### config.mk
export PLATFORM = sky130hd
export DESIGN_NAME = gpr_wb_queue
export DESIGN_NICKNAME = d
export VERILOG_FILES = /design/src/rtl/gpr_wb_pkg.sv /design/src/rtl/gpr_wb_match.sv /design/src/rtl/gpr_wb_queue.sv
export SDC_FILE = /design/constraint.sdc
export NUM_CORES = 1
export LEC_CHECK = 0
export CAP_MARGIN = 15
export CORE_MARGIN = 8
export CORE_UTILIZATION = 39
export DETAILED_ROUTE_END_ITERATION = 8
export GPL_ROUTABILITY_DRIVEN = 1
export GPL_TIMING_DRIVEN = 0
export HOLD_SLACK_MARGIN = 0.15
export PLACE_DENSITY = 0.69
export SETUP_SLACK_MARGIN = 0.4
export SLEW_MARGIN = 0
export SYNTH_ARGS = -nofsm -noshare
export SYNTH_HDL_FRONTEND = slang
export SYNTH_SLANG_ARGS = --single-unit
### constraint.sdc
create_clock -name clk -period 2.7 [get_ports clk]
set_input_delay 0.405 -clock clk [delete_from_list [all_inputs] [get_ports clk]]
set_output_delay 0.405 -clock clk [all_outputs]
set_load 0.02 [all_outputs]
### src/rtl/gpr_wb_pkg.sv
// Shared defaults and types for the GPR writeback queue.
package gpr_wb_pkg;

    localparam int WB_DEPTH = 4;
    localparam int WB_DW    = 32;
    localparam int WB_AW    = 5;

    typedef struct packed {
        logic [WB_AW-1:0] wreg;
        logic [WB_DW-1:0] data;
    } wb_entry_t;

    localparam logic [WB_AW-1:0] REG_ZERO = '0;

endpackage

### src/rtl/gpr_wb_match.sv
// Youngest-match search over the pending writeback entries, oldest to youngest
// from head; a later match overrides an earlier one.
module gpr_wb_match
    import gpr_wb_pkg::*;
#(
    parameter int DEPTH = WB_DEPTH,
    parameter int DW    = WB_DW,
    parameter int AW    = WB_AW,
    localparam int PW   = $clog2(DEPTH),
    localparam int CW   = PW + 1
) (
    input  logic [AW-1:0] regs  [DEPTH],
    input  logic [DW-1:0] datas [DEPTH],
    input  logic [PW-1:0] head,
    input  logic [CW-1:0] count,
    input  logic [AW-1:0] look,
    output logic          hit,
    output logic [DW-1:0] hit_data
);

    logic [PW-1:0] idx;

    always_comb begin
        hit      = 1'b0;
        hit_data = '0;
        idx      = '0;
        for (int unsigned i = 0; i < DEPTH; i++) begin
            idx = head + PW'(i);
            if ((CW'(i) < count) && (regs[idx] == look) && (look != AW'(REG_ZERO))) begin
                hit      = 1'b1;
                hit_data = datas[idx];
            end
        end
    end

endmodule

### src/rtl/gpr_wb_queue.sv
// In-order writeback FIFO draining one write per cycle into the GPR write port.
// Bypass lookup is built only when GPR_WB_BYPASS_EN is defined.
module gpr_wb_queue
    import gpr_wb_pkg::*;
#(
    parameter int DEPTH = WB_DEPTH,
    parameter int DW    = WB_DW,
    parameter int AW    = WB_AW
) (
    input  logic                   clk,
    input  logic                   rst_n,
    input  logic                   req_valid,
    output logic                   req_ready,
    input  logic [AW-1:0]          req_reg,
    input  logic [DW-1:0]          req_data,
    input  logic                   flush,
    output logic                   gpr_we,
    output logic [AW-1:0]          gpr_writereg,
    output logic [DW-1:0]          gpr_writedata,
    input  logic [AW-1:0]          look_reg1,
    input  logic [AW-1:0]          look_reg2,
    output logic                   hit1,
    output logic                   hit2,
    output logic [DW-1:0]          hit_data1,
    output logic [DW-1:0]          hit_data2,
    output logic [$clog2(DEPTH):0] count,
    output logic                   empty,
    output logic                   full
);

    localparam int PW = $clog2(DEPTH);
    localparam int CW = PW + 1;

    logic [AW-1:0] mem_reg  [DEPTH];
    logic [DW-1:0] mem_data [DEPTH];
    logic [PW-1:0] head;
    logic [PW-1:0] tail;
    logic [CW-1:0] occ;
    logic          push;
    logic          pop;

    assign empty     = (occ == '0);
    assign full      = (occ == CW'(DEPTH));
    assign req_ready = !full;
    assign count     = occ;

    // Register-0 requests complete the handshake but are never stored.
    assign push = req_valid && req_ready && !flush && (req_reg != AW'(REG_ZERO));
    assign pop  = !empty;

    assign gpr_we        = pop;
    assign gpr_writereg  = empty ? '0 : mem_reg[head];
    assign gpr_writedata = empty ? '0 : mem_data[head];

    always_ff @(posedge clk or negedge rst_n) begin
        if (!rst_n) begin
            head <= '0;
            tail <= '0;
            occ  <= '0;
        end else if (flush) begin
            head <= '0;
            tail <= '0;
            occ  <= '0;
        end else begin
            if (push) tail <= tail + PW'(1);
            if (pop)  head <= head + PW'(1);
            case ({push, pop})
                2'b10:   occ <= occ + CW'(1);
                2'b01:   occ <= occ - CW'(1);
                default: occ <= occ;
            endcase
        end
    end

    always_ff @(posedge clk) begin
        if (push) begin
            mem_reg[tail]  <= req_reg;
            mem_data[tail] <= req_data;
        end
    end

`ifdef GPR_WB_BYPASS_EN
    gpr_wb_match #(
        .DEPTH (DEPTH),
        .DW    (DW),
        .AW    (AW)
    ) u_match1 (
        .regs     (mem_reg),
        .datas    (mem_data),
        .head     (head),
        .count    (occ),
        .look     (look_reg1),
        .hit      (hit1),
        .hit_data (hit_data1)
    );

    gpr_wb_match #(
        .DEPTH (DEPTH),
        .DW    (DW),
        .AW    (AW)
    ) u_match2 (
        .regs     (mem_reg),
        .datas    (mem_data),
        .head     (head),
        .count    (occ),
        .look     (look_reg2),
        .hit      (hit2),
        .hit_data (hit_data2)
    );
`else
    logic unused_look;
    assign unused_look = ^{look_reg1, look_reg2};
    assign hit1      = 1'b0;
    assign hit2      = 1'b0;
    assign hit_data1 = '0;
    assign hit_data2 = '0;
`endif

endmodule

* After elaboration in Yosys (flattened, before gate mapping) *
Memories as Yosys holds them, arrays and structs flattened.
Cells that the tools add are included.

word-level totals
  memories = 2
  bits in writable memories = 148
  bits in registers = 7
  input bits = 51

cells by class
  reduce and logical (&&, ||, !) cells = 10
  add/sub/neg operators = 4
  equal/unequal tests = 4
  muxes and demuxes = 10

memory list
  memory    words  bits a word  read ports  clocked after memory_dff  write ports  RTL line            text
  mem_data  4      32           1           0                         1            gpr_wb_queue.sv:35  logic [DW-1:0] mem_data [DEPTH];
  mem_reg   4      5            1           0                         1            gpr_wb_queue.sv:34  logic [AW-1:0] mem_reg [DEPTH];

operator list
  cell                                              number
  2-to-1 mux 32 bit                                 1
  2-to-1 mux 2 bit                                  4
  one-hot mux 3 bit (2 select lines)                1
  2-to-1 mux 5 bit                                  1
  nonzero test 5 bit                                1
  adder 2 x 1 -> 2 bit, second input constant       2
  adder 3 x 1 -> 3 bit, second input constant       1
  == test 3 bit, second input constant              1
  logical AND 1 bit                                 3
  zero test 1 bit                                   3
  zero test 3 bit                                   1
  2-to-1 mux 3 bit                                  1
  nonzero test 3 bit                                1
  subtractor 3 x 1 -> 3 bit, second input constant  1
  == test 2 x 1 -> 1 bit, second input constant     1
  == test 2 bit, second input constant              1
  2-to-1 mux 1 bit                                  2
  != test 2 bit, second input constant              1
  nonzero test 2 bit                                1

* Longest topological paths before layout *
  depth after elaboration = 8
  depth in mapped cells = 9

* Worst setup path after synthesis *
Ideal clock, no wire load.

  path type = register to register
  start point = reg occ[1], in the netlist count[1]
  end point = mem mem_data[2][0] (netlist name), enable pin
  setup slack = -54 ps
  cell stages (with the launch flop) = 7
  required time = 2302 ps
  arrival = 2356 ps
  buffers on the path = 1
  period minus slack after synthesis = 2754 ps
  cells stage by stage = dfrtp_1 -> nor2_1 -> nand2_1 -> inv_2 -> a2111oi_4 -> buf_6 -> and2_1

on the way
  cells in the longest elaborated chain, start to end = 7

RTL lines
  element                                 RTL line            text
  start: declaration                      gpr_wb_queue.sv:38  logic [CW-1:0] occ;
  start signal: assignment                gpr_wb_queue.sv:68  2'b10: occ <= occ + CW'(1);
  start signal: assignment                gpr_wb_queue.sv:69  2'b01: occ <= occ - CW'(1);
  == test 3 bit                           gpr_wb_queue.sv:43  assign full = (occ == CW'(DEPTH));
  zero test 1 bit                         gpr_wb_queue.sv:44  assign req_ready = !full;
  via req_ready                           gpr_wb_queue.sv:13  output logic req_ready,
  logical AND 1 bit (3 in series)         gpr_wb_queue.sv:48  assign push = req_valid && req_ready && !flush && (req_reg != AW'(REG_ZERO));
  2-to-1 mux 1 bit                        gpr_wb_queue.sv:76  if (push) begin
  2-to-1 mux 1 bit (implied by the code)  gpr_wb_queue.sv:78  mem_data[tail] <= req_data;
  end: declaration                        gpr_wb_queue.sv:35

The timed path passes the listed nets, and every way through them passes these cells.

* Worst setup path after layout *
  start point = reg head[0]
  end point = out gpr_writedata[26]

on the way
  cells in the longest elaborated chain, start to end = 2

RTL lines
  element                   RTL line            text
  start: declaration        gpr_wb_queue.sv:36  logic [PW-1:0] head;
  start signal: assignment  gpr_wb_queue.sv:66  if (pop) head <= head + PW'(1);
  memory read (4 x 32 bit)  n/a
  2-to-1 mux 32 bit         gpr_wb_queue.sv:53  assign gpr_writedata = empty ? '0 : mem_data[head];
  end: declaration          gpr_wb_queue.sv:19  output logic [DW-1:0] gpr_writedata,

No other way between the ends.

==> impl_results.md <==
- Status: finished, final reports clean
- RSZ-0062 raised after global routing: true
- Min Tclk post-route: 2.352 ns
- Most common cell after layout, fill and taps aside: edfxtp_1
- CTS buffer count: 17
- CP required: 2.30 ns
- Initial Util: 39.76%
- Worst rel slew slack: 59.34%
- Synth cell types: 31
- Hold Crit Class: primary input to register
- Site Rows: 47
- Crit path arrival time: 1.95 ns
- Fin nets: 592
- Max VDD drop: 690.2 µV
- All-Layer GR Usage: 12.50%
- # IOs: 161
- IO Port Bufs: 83
- Critical path peak fanout: 5
- Critical path class: register to output pin
- Root Buffer: clkbuf_16
- Congestion Overflow GR: 0
- Most frequent cells in the layout: edfxtp_1 (148), buf_4 (78), conb_1 (66), buf_6 (42), and2_4 (41)
- Vias in the first global route: 3713
- Mux cell area share after synthesis: 12.81%
- Area of the core: 16580 µm²
- Met1 Track Usage GR: 14.36%
- Avg Cell Area, Syn: 18.68 µm²
- Synthesized cell area: 6594 µm²
- Largest net degree at the start of global routing: 38
- Worst Clk Skew: 0.007739 ns
- Worst Setup End Kind: output pin
- Largest register FFs: 128
- DR WL/cell: 17.15 µm
- Largest family of logic cells by synthesized area: multiplexers
- CTS tree: done
- Die area: 21320 µm²
- First-pass DRT Iterations: 4
- Setup crit start kind: register
- Gpl congestion: 0.6816
- DRC: 0
- R2r worst-path depth: 8
- N_diodes: 0
- Dpl ws: -0.5035 ns
- Seq/Total Area, Yosys: 70.06%
- Slew @ Worst Pin: 0.6098 ns
- GRT met2 Usage: 20.72%
- H-tree depth: 4
- Fmax: 425.2 MHz
- DRT antenna net count: 0
- Vias per Instance: 4.441
- Clock buffer depth: 2
- Post-DP HPWL: 8121 µm
- Post-synthesis instance total: 353
- YS warnings: 0
- CTS clk-pin slew, worst paths: 0.06 ns
- DIE WIDTH: 146.0 µm
- Hold_buf cts: 0
- Power Dens Cells: 1024 nW/µm²
- Clock Sinks: 155
- Simple-Gate Fraction of Synth Area: 5.484%
- Layout cells sized above 1: 46.08%
- Placed cell areas: 7978 µm²
- Lkg Pwr: 3.423 nW
- Vias: 3415
- Final Max Tran Viols: 0
- Synth Area in Compound Gates: 0.8918%
- Initial DRC count: 160
- Gr busiest metal: met2
- Post-route cell area: 8974 µm²
- Post-Synth XOR/XNOR Area: 0.2657%
- Final setup fails: 0
- Adder-Cell Fraction of Synth Area: 1.063%
- #FFs+latches synth: 155
- M3 GR Usage: 4.852%
- DRT Wirelength: 13190 µm
- Power Total: 9.192 mW
- Fin Hold WS: 0.1916 ns
- Max-cap viol count: 0
- WHS Path Cells: 2
- Die H: 146.0 µm
- First-pass GRT wire length: 20380 µm
- Worst skew pair latency: 0.41 ns
- Final Worst Setup Slack: 0.3481 ns
- Layout area overhead: 36.09%
- Hold Fails Final Rpt: 0
- Initial antenna violation count: 0
- Period utilization: 87.11%
[critical path, cell delays in order (launching register included)]
cell and delay [ns]:
dfrtp_1 0.40, buf_12 0.12, buf_8 0.11, buf_12 0.12
mux4_2 0.48, and2_4 0.18, buf_6 0.12
[power by group]
group          internal [mW]  switching (mW)
Clock                   1.34           0.865
Sequential              2.82          0.0756
Combinational           2.26            1.83
[per-stage QoR]
step                      setup TNS (ns)  instances  utilization, %
after global routing                   0        769           54.11
after floorplan                        0        418               -
after detailed placement          -71.53        721           48.11
after CTS                              0        764           52.47
after global placement            -63.41        721           48.11
final                                  0        769           54.11
[synth_stat cells (all sizes together)]
cell / n / area, µm²
nand4b: 1 / 8.760
edfxtp: 148 / 4444
a2111oi: 1 / 27.53
fa: 1 / 20.02
mux2: 1 / 11.26
nand2: 6 / 22.52
nor3b: 1 / 7.510
nand3b: 1 / 7.510
o31ai: 1 / 7.510
xnor2: 1 / 8.760
conb: 1 / 3.750
dfrtp: 7 / 175.2
o211ai: 1 / 7.510
clkbuf: 4 / 15.01
nor3: 1 / 10.01
buf: 77 / 581.8
or4: 1 / 7.510
and2: 41 / 256.5
mux4: 37 / 833.3
ha: 4 / 50.05
inv: 4 / 17.52
clkinv: 1 / 3.750
nand3: 1 / 5.000
nor2: 8 / 30.03
or3: 1 / 6.260
xor2: 1 / 8.760
a41oi: 1 / 16.27
[logic make-up (layout without fill, tap and decap cells)]
group	Yosys count	count (layout)
compound gates	4	4
xor+xnor	2	2
fa+ha+maj	5	5
buf+inv	86	217
flops	155	155
mux	38	38
other cells	1	66
simple gates	62	62
[cell type report]
class / instances / area (µm²)
clock inverters: 7 / 66.31
flip-flops and latches: 155 / 4623
clock buffers: 25 / 485.5
well taps: 220 / 275.3
repair buffers: 99 / 1084
fillers: 1307 / 7610
multi-input cells: 177 / 1727
inverters: 5 / 26.28
plain buffers: 81 / 686.9
[path summary, 6_finish.rpt]
path                                            from                   end  slack [ns]
worst max-delay path             head[0]$_DFFE_PN0P_     gpr_writedata[26]        0.35
worst min-delay path                           flush  count[2]$_DFFE_PN0P_        0.19
worst max register to register  count[2]$_DFFE_PN0P_  count[2]$_DFFE_PN0P_        0.50
worst min register to register   tail[0]$_DFFE_PN0P_   tail[0]$_DFFE_PN0P_        0.60
max in group asynchronous                      rst_n  count[0]$_DFFE_PN0P_        2.15
min in group asynchronous                      rst_n   tail[0]$_DFFE_PN0P_        0.26
[repair_timing]
action	in CTS	in global routing
buffers inserted	10	3
cloned	1	2
gates resized for setup	177	126
pin swaps	8	38
setup endpoints to repair	189	150
[layer usage]
layer  up-vias  share of wire (%)
met5         -                  0
met4         0                1.6
met3        15                7.6
met2       132                 49
met1      1698                 42
li1       1570                  -
(Power assumes the default switching activity.)
